<file path="config.mk">
export PLATFORM = sky130hd
export DESIGN_NAME = muldiv_unit
export DESIGN_NICKNAME = d
export VERILOG_FILES = /design/src/rtl/muldiv_unit.sv
export SDC_FILE = /design/constraint.sdc
export NUM_CORES = 1
export LEC_CHECK = 0
export CAP_MARGIN = 0
export CORE_ASPECT_RATIO = 1.2
export CORE_MARGIN = 2
export CORE_UTILIZATION = 62
export CTS_CLUSTER_DIAMETER = 80
export DETAILED_ROUTE_END_ITERATION = 12
export PLACE_DENSITY = 0.84
export SYNTH_ARGS = -nofsm -noshare
export SYNTH_HDL_FRONTEND = slang
export SYNTH_SLANG_ARGS = --single-unit
</file>
<file path="constraint.sdc">
create_clock -name clk -period 6.5 [get_ports clk]
set_input_delay 0.975 -clock clk [delete_from_list [all_inputs] [get_ports clk]]
set_output_delay 0.975 -clock clk [all_outputs]
set_load 0.01 [all_outputs]
</file>
<file path="src/rtl/muldiv_unit.sv">
`default_nettype none
// ============================================================================
// muldiv_unit : iterative RV32M multiply/divide unit (radix-2, fixed 34-cycle latency)
// Revision 1.0
// ============================================================================
module muldiv_unit #(
  parameter int WIDTH = 32,
  parameter int ITER  = 32
) (
  input  logic             clk,
  input  logic             rst_n,
  input  logic             start,
  input  logic [4:0]       alucontrol,
  input  logic [WIDTH-1:0] operand_a,
  input  logic [WIDTH-1:0] operand_b,
  input  logic             flush,
  output logic             busy,
  output logic             done,
  output logic [WIDTH-1:0] result
);

  localparam logic [1:0] S_IDLE = 2'd0;
  localparam logic [1:0] S_CALC = 2'd1;
  localparam logic [1:0] S_FIX  = 2'd2;
  localparam int         CW     = $clog2(ITER);
  localparam logic [CW-1:0] CNT_LAST = CW'(ITER - 1);

  logic [1:0]         state_q, state_d;
  logic [2:0]         op_q, op_d;
  logic               neg_q, neg_d;
  logic               rneg_q, rneg_d;
  logic               dz_q, dz_d;
  logic [CW-1:0]      cnt_q, cnt_d;
  logic [WIDTH-1:0]   opnd_q, opnd_d;
  logic [2*WIDTH-1:0] acc_q, acc_d;
  logic [WIDTH-1:0]   result_q, result_d;
  logic               done_q, done_d;

  // Request decode and operand conditioning
  logic             valid_code, accept, in_div, a_signed, b_signed, a_neg, b_neg;
  logic [WIDTH-1:0] a_mag, b_mag;

  assign valid_code = (alucontrol[4:3] == 2'b10);
  assign accept     = (state_q == S_IDLE) && start && valid_code && !flush;
  assign in_div     = alucontrol[2];
  assign a_signed   = in_div ? !alucontrol[0]
                             : (alucontrol[1:0] == 2'b01) || (alucontrol[1:0] == 2'b10);
  assign b_signed   = in_div ? !alucontrol[0] : (alucontrol[1:0] == 2'b01);
  assign a_neg      = a_signed && operand_a[WIDTH-1];
  assign b_neg      = b_signed && operand_b[WIDTH-1];
  assign a_mag      = a_neg ? -operand_a : operand_a;
  assign b_mag      = b_neg ? -operand_b : operand_b;

  // Multiply: acc = {partial product, remaining multiplier bits}
  logic [WIDTH:0]     mul_sum;
  logic [2*WIDTH-1:0] mul_step;
  assign mul_sum  = {1'b0, acc_q[2*WIDTH-1:WIDTH]} + {1'b0, opnd_q};
  assign mul_step = acc_q[0] ? {mul_sum, acc_q[WIDTH-1:1]}
                             : {1'b0, acc_q[2*WIDTH-1:WIDTH], acc_q[WIDTH-1:1]};

  // Divide: acc = {remainder, dividend/quotient}; trial is 33 bits so a
  // shifted remainder up to 2*divisor-1 never overflows.
  logic [WIDTH:0]     div_trial;
  logic [2*WIDTH-1:0] div_step;
  assign div_trial = acc_q[2*WIDTH-1:WIDTH-1] - {1'b0, opnd_q};
  assign div_step  = div_trial[WIDTH] ? {acc_q[2*WIDTH-2:0], 1'b0}
                                      : {div_trial[WIDTH-1:0], acc_q[WIDTH-2:0], 1'b1};

  // Sign correction applied in FIX
  logic [2*WIDTH-1:0] prod_fix;
  logic [WIDTH-1:0]   quo_fix, rem_fix, fix_res;
  assign prod_fix = neg_q ? -acc_q : acc_q;
  assign quo_fix  = dz_q ? {WIDTH{1'b1}}
                         : (neg_q ? -acc_q[WIDTH-1:0] : acc_q[WIDTH-1:0]);
  assign rem_fix  = rneg_q ? -acc_q[2*WIDTH-1:WIDTH] : acc_q[2*WIDTH-1:WIDTH];

  always_comb begin
    fix_res = quo_fix;
    case (op_q)
      3'b000:                fix_res = prod_fix[WIDTH-1:0];
      3'b001, 3'b010, 3'b011: fix_res = prod_fix[2*WIDTH-1:WIDTH];
      3'b100, 3'b101:        fix_res = quo_fix;
      default:               fix_res = rem_fix;
    endcase
  end

  // FSM: state register
  always_ff @(posedge clk or negedge rst_n) begin
    if (!rst_n) state_q <= S_IDLE;
    else        state_q <= state_d;
  end

  // FSM: next state
  always_comb begin
    state_d = state_q;
    if (flush) begin
      state_d = S_IDLE;
    end else begin
      case (state_q)
        S_IDLE:  if (accept) state_d = S_CALC;
        S_CALC:  if (cnt_q == CNT_LAST) state_d = S_FIX;
        S_FIX:   state_d = S_IDLE;
        default: state_d = S_IDLE;
      endcase
    end
  end

  // FSM: outputs
  always_comb begin
    busy = (state_q == S_CALC) || (state_q == S_FIX);
  end

  assign done   = done_q;
  assign result = result_q;

  // Datapath next-state
  always_comb begin
    op_d     = op_q;
    neg_d    = neg_q;
    rneg_d   = rneg_q;
    dz_d     = dz_q;
    cnt_d    = cnt_q;
    opnd_d   = opnd_q;
    acc_d    = acc_q;
    result_d = result_q;
    done_d   = 1'b0;
    if (!flush) begin
      case (state_q)
        S_IDLE: begin
          if (accept) begin
            op_d   = alucontrol[2:0];
            neg_d  = a_neg ^ b_neg;
            rneg_d = a_neg;
            dz_d   = (operand_b == '0);
            cnt_d  = '0;
            opnd_d = in_div ? b_mag : a_mag;
            acc_d  = {{WIDTH{1'b0}}, (in_div ? a_mag : b_mag)};
          end
        end
        S_CALC: begin
          acc_d = op_q[2] ? div_step : mul_step;
          cnt_d = cnt_q + 1'b1;
        end
        S_FIX: begin
          result_d = fix_res;
          done_d   = 1'b1;
        end
        default: ;
      endcase
    end
  end

  always_ff @(posedge clk or negedge rst_n) begin
    if (!rst_n) begin
      op_q     <= '0;
      neg_q    <= 1'b0;
      rneg_q   <= 1'b0;
      dz_q     <= 1'b0;
      cnt_q    <= '0;
      opnd_q   <= '0;
      acc_q    <= '0;
      result_q <= '0;
      done_q   <= 1'b0;
    end else begin
      op_q     <= op_d;
      neg_q    <= neg_d;
      rneg_q   <= rneg_d;
      dz_q     <= dz_d;
      cnt_q    <= cnt_d;
      opnd_q   <= opnd_d;
      acc_q    <= acc_d;
      result_q <= result_d;
      done_q   <= done_d;
    end
  end

endmodule
`default_nettype wire

</file>
==> results of run 1 <==
[sequential cells by signal, summed over array words and instances (netlist names)]
signal and cells:
state_q 2, cnt_q 5, result 32, done 1, op_q 3, dz_q 1
opnd_q 32, rneg_q 1, acc_q 64, neg_q 1
[logic make-up (layout without fill, tap and decap cells)]
logic type                 Yosys count  count (layout)  share of synthesized area
AOI/OAI and AO/OA                  644             644                      0.285
muxes                               68              68                     0.0489
DFF                                142             142                      0.246
buffers and inverters              201             224                     0.0529
xor gates and xnor gates           194             194                      0.117
and+or+nand+nor                    551             551                      0.182
adders and majority gates           77              77                     0.0677
[area by class of cell]
cell class                 count  area [um^2]  area share
clock buffer                  19          443      0.0273
clock inverter                13          176      0.0109
inverter                      67          251      0.0155
multi-input combinational   1534        10200       0.629
sequential                   142         3550       0.219
tap                          315          394      0.0243
timing repair buffer         125         1200      0.0740
[worst paths after layout]
check | endpoint | slack, ps | cells past startpoint
worst max-delay path | acc_q[50] | 2140 | 14
worst min-delay path | result[7] | 470 | 2
worst max register to register | acc_q[50] | 2140 | 14
worst min register to register | result[7] | 470 | 2
max in group asynchronous | acc_q[10] | 4670 | 2
min in group asynchronous | result[13] | 570 | 1
[worst max-delay path, stage by stage, from the launching register on]
cell and delay [ps]:
dfrtp_1 430, inv_1 90, ha_1 230, fa_1 380, nand2b_1 210, a21oi_1 280, o21ai_0 290, o21ai_1 460
a2111oi_0 190, nor2_1 300, xor2_4 160, buf_4 540, mux2_2 400, a21oi_1 140, o21ai_0 100
[layer usage]
layer / wire length (um) / track usage
met2: 21900 / 0.619
met3: 4430 / 0.0768
met1: 20100 / 0.543
met5: 0 / 0
met4: 3050 / 0.223
[placed cells by master (no fill, tap or decap), types with 9 or more instances in the layout]
cell             synthesis  layout
a221oi_1                25      25
nor3_1                  25      25
dfrtp_1                142     141
clkbuf_16                0      17
nand4_1                 13      13
inv_1                   64      64
nand2b_1                20      20
or3_1                   15      15
nor4_1                  11      11
o31ai_1                 25      25
o21ai_0                173     172
buf_4                    0      19
o211ai_1                20      20
a21oi_1                176     175
nor2b_1                 12      12
ha_1                    75      75
nor2_1                 155     154
a31oi_1                 11      11
nand3_1                 27      27
o41ai_1                 16      16
o221ai_1                18      18
clkdlybuf4s50_1          0     104
xor2_1                  94      93
mux2_2                  21      21
a22o_1                  16      16
a21o_1                  34      34
nand2_1                200     200
o22ai_1                 10      10
o21a_1                   9       9
a211oi_1                33      33
mux2i_1                 47      47
or4_1                   19      19
xnor2_1                100     100
[synth_stat cells (all sizes together) (7+ instances only)]
| cell | n |
|---|---|
| nand3 | 27 |
| nand2b | 21 |
| dfrtp | 142 |
| xnor2 | 100 |
| inv | 64 |
| or2 | 11 |
| a31oi | 11 |
| mux2 | 21 |
| mux2i | 47 |
| o311ai | 7 |
| nor2b | 12 |
| o21ai | 183 |
| ha | 75 |
| nor3 | 27 |
| nand4 | 13 |
| o211ai | 20 |
| a22oi | 7 |
| or4 | 25 |
| a21o | 34 |
| nor4 | 12 |
| buf | 14 |
| a221oi | 25 |
| o41ai | 19 |
| and2 | 7 |
| a22o | 16 |
| xor2 | 94 |
| or3 | 18 |
| nand2 | 202 |
| nand3b | 7 |
| clkbuf | 120 |
| a211oi | 33 |
| o221ai | 18 |
| a21oi | 176 |
| o21a | 9 |
| o31ai | 25 |
| o22ai | 10 |
| nor2 | 156 |
[power by group through the flow]
stage	sequential [mW]	clock, mW	combinational, mW
2_1_floorplan	1.40	0	3.98
3_3_place_gp	1.81	0	4.92
3_5_place_dp	1.82	0	4.98
4_1_cts	1.80	1.08	5.03
5_1_grt	1.87	1.12	5.63
6_report	1.84	1.08	5.17
[per-stage QoR]
stage	hold WS (ps)	worst slack [ps]	util
3_3_place_gp	458	2210	0.676
3_5_place_dp	463	2160	0.676
6_report	474	2140	0.703
4_1_cts	479	2280	0.703
5_1_grt	493	2020	0.703
2_1_floorplan	445	2940	-
==> run summary, run 1 <==
status: finished, final reports clean
synthesized area: 0.0145 mm^2
Pwr Total: 8.09 mW
final worst-path cycle share: 0.670
Fmax: 230 MHz
share of layout cells above drive strength 1: 0.0611
cts hold-fix bufs: 0
Total GRT Usage: 0.406
EDFF count, synth: 0
worst skew pair latency: 440 ps
worst min path class: register to register
RSZ-0062 raised after global routing: no
Slew Limit Headroom: 0.257
worst endpoint data arrival time: 4640 ps
initial antenna violation count: 0
First-pass DRT Iterations: 7
Clock Tree Buf Depth: 2
Period minus WS final: 4360 ps
# IOs: 107
Max Transition Viols Final: 0
DR vias: 14,900
critical path required time: 6790 ps
HP Start: result[7]
row count: 61
Reg power frac: 0.228
Pint: 3.83 mW
Synth cell types: 74
Residual DRC: 0
max capacitance violation total: 0
Root Buffer: clkbuf_16
asr flop ratio synth: 1.00
Detail Route Antenna Nets: 0
syn_nets: 2,027
YS warnings: 0
I/O Buffers: 106
core footprint: 0.0230 mm^2
vias in the first global route: 13,700
endpoints failing hold: 0
Detailed Route WL: 49.5 mm
Die Y: 171 um
number of H-tree levels: 4
Die Wd: 143 um
TritonCTS buffer count: 17
flops & latches, synth: 142
Synth top area share: 0.246
nets: 2,037
Layout area overhead: 12.1%
final count of negative-setup-slack endpoints: 0
worst vdd ir: 245 uV
Post-DP Area: 0.0156 mm^2
syn_area_per_cell: 7.70 um^2
die area: 0.0246 mm^2
synthesized instance count: 1,877
Startpoint Class: register
ANT cells: 0
largest net degree at the start of global routing: 89
CP Class: register to register
initial DRC count: 1,514
number of fill cells in the layout: 1,916
GR Overflow Total: 0
final RePlAce weighted congestion: 1.02
Clk pin slew, worst setup/hold paths: 70 ps
post-CTS setup buffers: 0
cell accounting for the most synthesized area: dfrtp_1
Initial Util: 0.627
Max FO, Critical Path: 41
Fin Setup TNS: 0 ps
Sw Ratio: 0.527
post-cts resize count: 0
Vias/cell: 6.74
post-synthesis sequential area ratio: 0.246
CTS Sinks: 142
Top FF cell, synth: dfrtp_1
static leakage: 6.77 nW
P_sw: 4.26 mW
worst reg2reg path startpoint: acc_q[31]
WL per Instance: 22.3 um
CTS tree: built
crit path from: acc_q[31]
Worst-Margin Slew: 1120 ps
global-route wire length before repair: 77.4 mm
Setup crit end kind: register
Finished Cell Area: 0.0162 mm^2
Detail Placement HPWL: 37.1 mm
Synth area leaders: dfrtp_1 (25%), ha_1 (6.5%), a21oi_1 (6.1%)
P per Cell Area: 499 mW/mm^2
clk_skew: 14.6 ps
clock share of power: 0.133
DP Cell Count: 2,183
combinational power share: 0.639
Post-Layout Cell Count: 2,215
(Power assumes the default switching activity.)
==> run 2, diff against run 1 <==
CORE_UTILIZATION = 55   (was 62)
PLACE_DENSITY = 0.79   (was 0.84)
clock period = 4 ns   (was 6.5 ns; I/O delays follow)
==> run 2 against run 1 <==
Non-clock buffer count increased by 45. Clock power increased by 48%. Via count increased by 0.19%. Largest cell class unchanged.
==> run summary, run 2 (synthesis gave the netlist of run 1 again) <==
Total GRT Usage: 0.360
Top reg by flops: acc_q
Core Util, Final: 0.634
largest net degree at the start of global routing: 86
worst min path class: input port to async pin
crit-path cells: inv_1, ha_1, nor3b_2, nand4_1, or2_2, nand2b_1, or4_1, or2_1, nand2_1, o22ai_1, a2111oi_0, nor2_1
RSZ-0062 raised after global routing: no
share of layout cells above drive strength 1: 0.0817
P per Cell Area: 800 mW/mm^2
number of fill cells in the layout: 2,343
clk_skew: 14.0 ps
global-route wire length before repair: 79.0 mm
I/O Buffers: 106
nets: 2,082
Fin Setup TNS: 0 ps
number of H-tree levels: 4
worst vdd ir: 452 uV
Initial Util: 0.554
GR Overflow Total: 0
Clk pin slew, worst setup/hold paths: 60 ps
Residual DRC: 0
met2 WL post-DR: 22.3 mm
max capacitance violation total: 0
Detail Placement HPWL: 38.3 mm
Vias/cell: 6.56
final count of negative-setup-slack endpoints: 0
cts hold-fix bufs: 0
commonest non-fill, non-tap cell in the layout: nand2_1
Layout area overhead: 14.4%
row count: 65
Setup crit end kind: register
DR vias: 14,900
Post-Layout Cell Count: 2,280
Max Transition Viols Final: 0
# IOs: 107
initial antenna violation count: 1
final worst-path cycle share: 0.935
TritonCTS buffer count: 17
ANT cells: 0
post-CTS setup buffers: 0
Die Y: 182 um
Die Wd: 152 um
Startpoint Class: register
worst skew pair latency: 450 ps
Root Buffer: clkbuf_16
Period minus WS final: 3740 ps
worst endpoint data arrival time: 4060 ps
die area: 0.0276 mm^2
CTS tree: built
slowest stage delay, CP: 580 ps
top routing layer in use: met4
Worst-Margin Slew: 1090 ps
Clock Tree Buf Depth: 2
Fmax: 267 MHz
endpoints failing hold: 0
static leakage: 6.99 nW
Detailed Route WL: 49.9 mm
initial DRC count: 1,398
CTS Sinks: 142
post-cts resize count: 0
max FFs per register: 64
met1 wire length: 20.5 mm
metal3 WL: 3.94 mm
CP max stage cell: or4_1
vias in the first global route: 14,100
Max FO, Critical Path: 7
final RePlAce weighted congestion: 1.01
WL per Instance: 21.9 um
core footprint: 0.0261 mm^2
status: finished, final reports clean
commonest non-fill, non-tap cells in the layout: nand2_1 (200), a21oi_1 (176), o21ai_0 (172)
Slew Limit Headroom: 0.275
DP Cell Count: 2,248
CP Class: register to register
Detail Route Antenna Nets: 0
First-pass DRT Iterations: 6
critical path required time: 4320 ps
[run 2: cell count changes in the layout (fill, tap and decap cells not counted), sizes merged]
cell      delta
clkinv       +3
inv          -2
buf         +45
clkinvlp     +1
bufinv       -2
[run 2: report_power, final]
part / switching [mW] / total (mW) / internal [mW]
Sequential: 0.783 / 2.66 / 1.88
Clock: 0.714 / 1.60 / 0.884
Combinational: 5.43 / 8.97 / 3.54
[run 2: per-layer routing]
| metal | track usage | vias to the layer above |
|---|---|---|
| li1 | - | 6961 |
| met1 | 0.470 | 7047 |
| met2 | 0.559 | 771 |
| met3 | 0.0613 | 169 |
| met4 | 0.218 | 0 |
| met5 | 0 | - |
[run 2: layout make-up]
cell class / instances / area, um^2 / share of cell area
Inverter: 67 / 251 / 0.0152
Clock buffer: 19 / 443 / 0.0268
Clock inverter: 13 / 129 / 0.00779
Sequential cell: 142 / 3550 / 0.215
Tap cell: 335 / 419 / 0.0253
Multi-Input combinational cell: 1534 / 10200 / 0.615
Timing Repair Buffer: 170 / 1560 / 0.0945
[run 2: stage by stage]
step           hold slack (ps)  power [mW]  instance area, um^2  worst slack (ps)
6_report                   167        13.2                16500               261
5_1_grt                    245        14.2                16500               109
4_1_cts                    244        13.0                16500               326
3_5_place_dp               465        11.3                16000               110
3_3_place_gp               453        11.2                16000               174
2_1_floorplan              304        8.75                14500               651
[run 2: critical path: cells and delay by family (launching register included)]
family	cells	cell delay, ps
AND/OR/NAND/NOR	8	2090
AO/OA/AOI/OAI	2	570
adder cells (fa/ha/maj)	1	260
buffers and inverters	1	210
flip-flops	1	470
[run 2: path summary, 6_finish.rpt]
| kind | start | endpoint | slack, ps | depth (start not counted) |
|---|---|---|---|---|
| worst max-delay path | acc_q[33] | result[28] | 260 | 12 |
| worst min-delay path | rst_n | result[6] | 170 | 1 |
| worst max register to register | acc_q[33] | result[28] | 260 | 12 |
| worst min register to register | result[10] | result[10] | 470 | 2 |
| max in group asynchronous | rst_n | acc_q[36] | 3020 | 2 |
| min in group clk | result[10] | result[10] | 470 | 2 |
==> run 3, diff against run 2 <==
TNS_END_PERCENT = 10   (was not set)
==> results of run 3 <==
Final layout, timing and power as in run 2 (identical DEF).
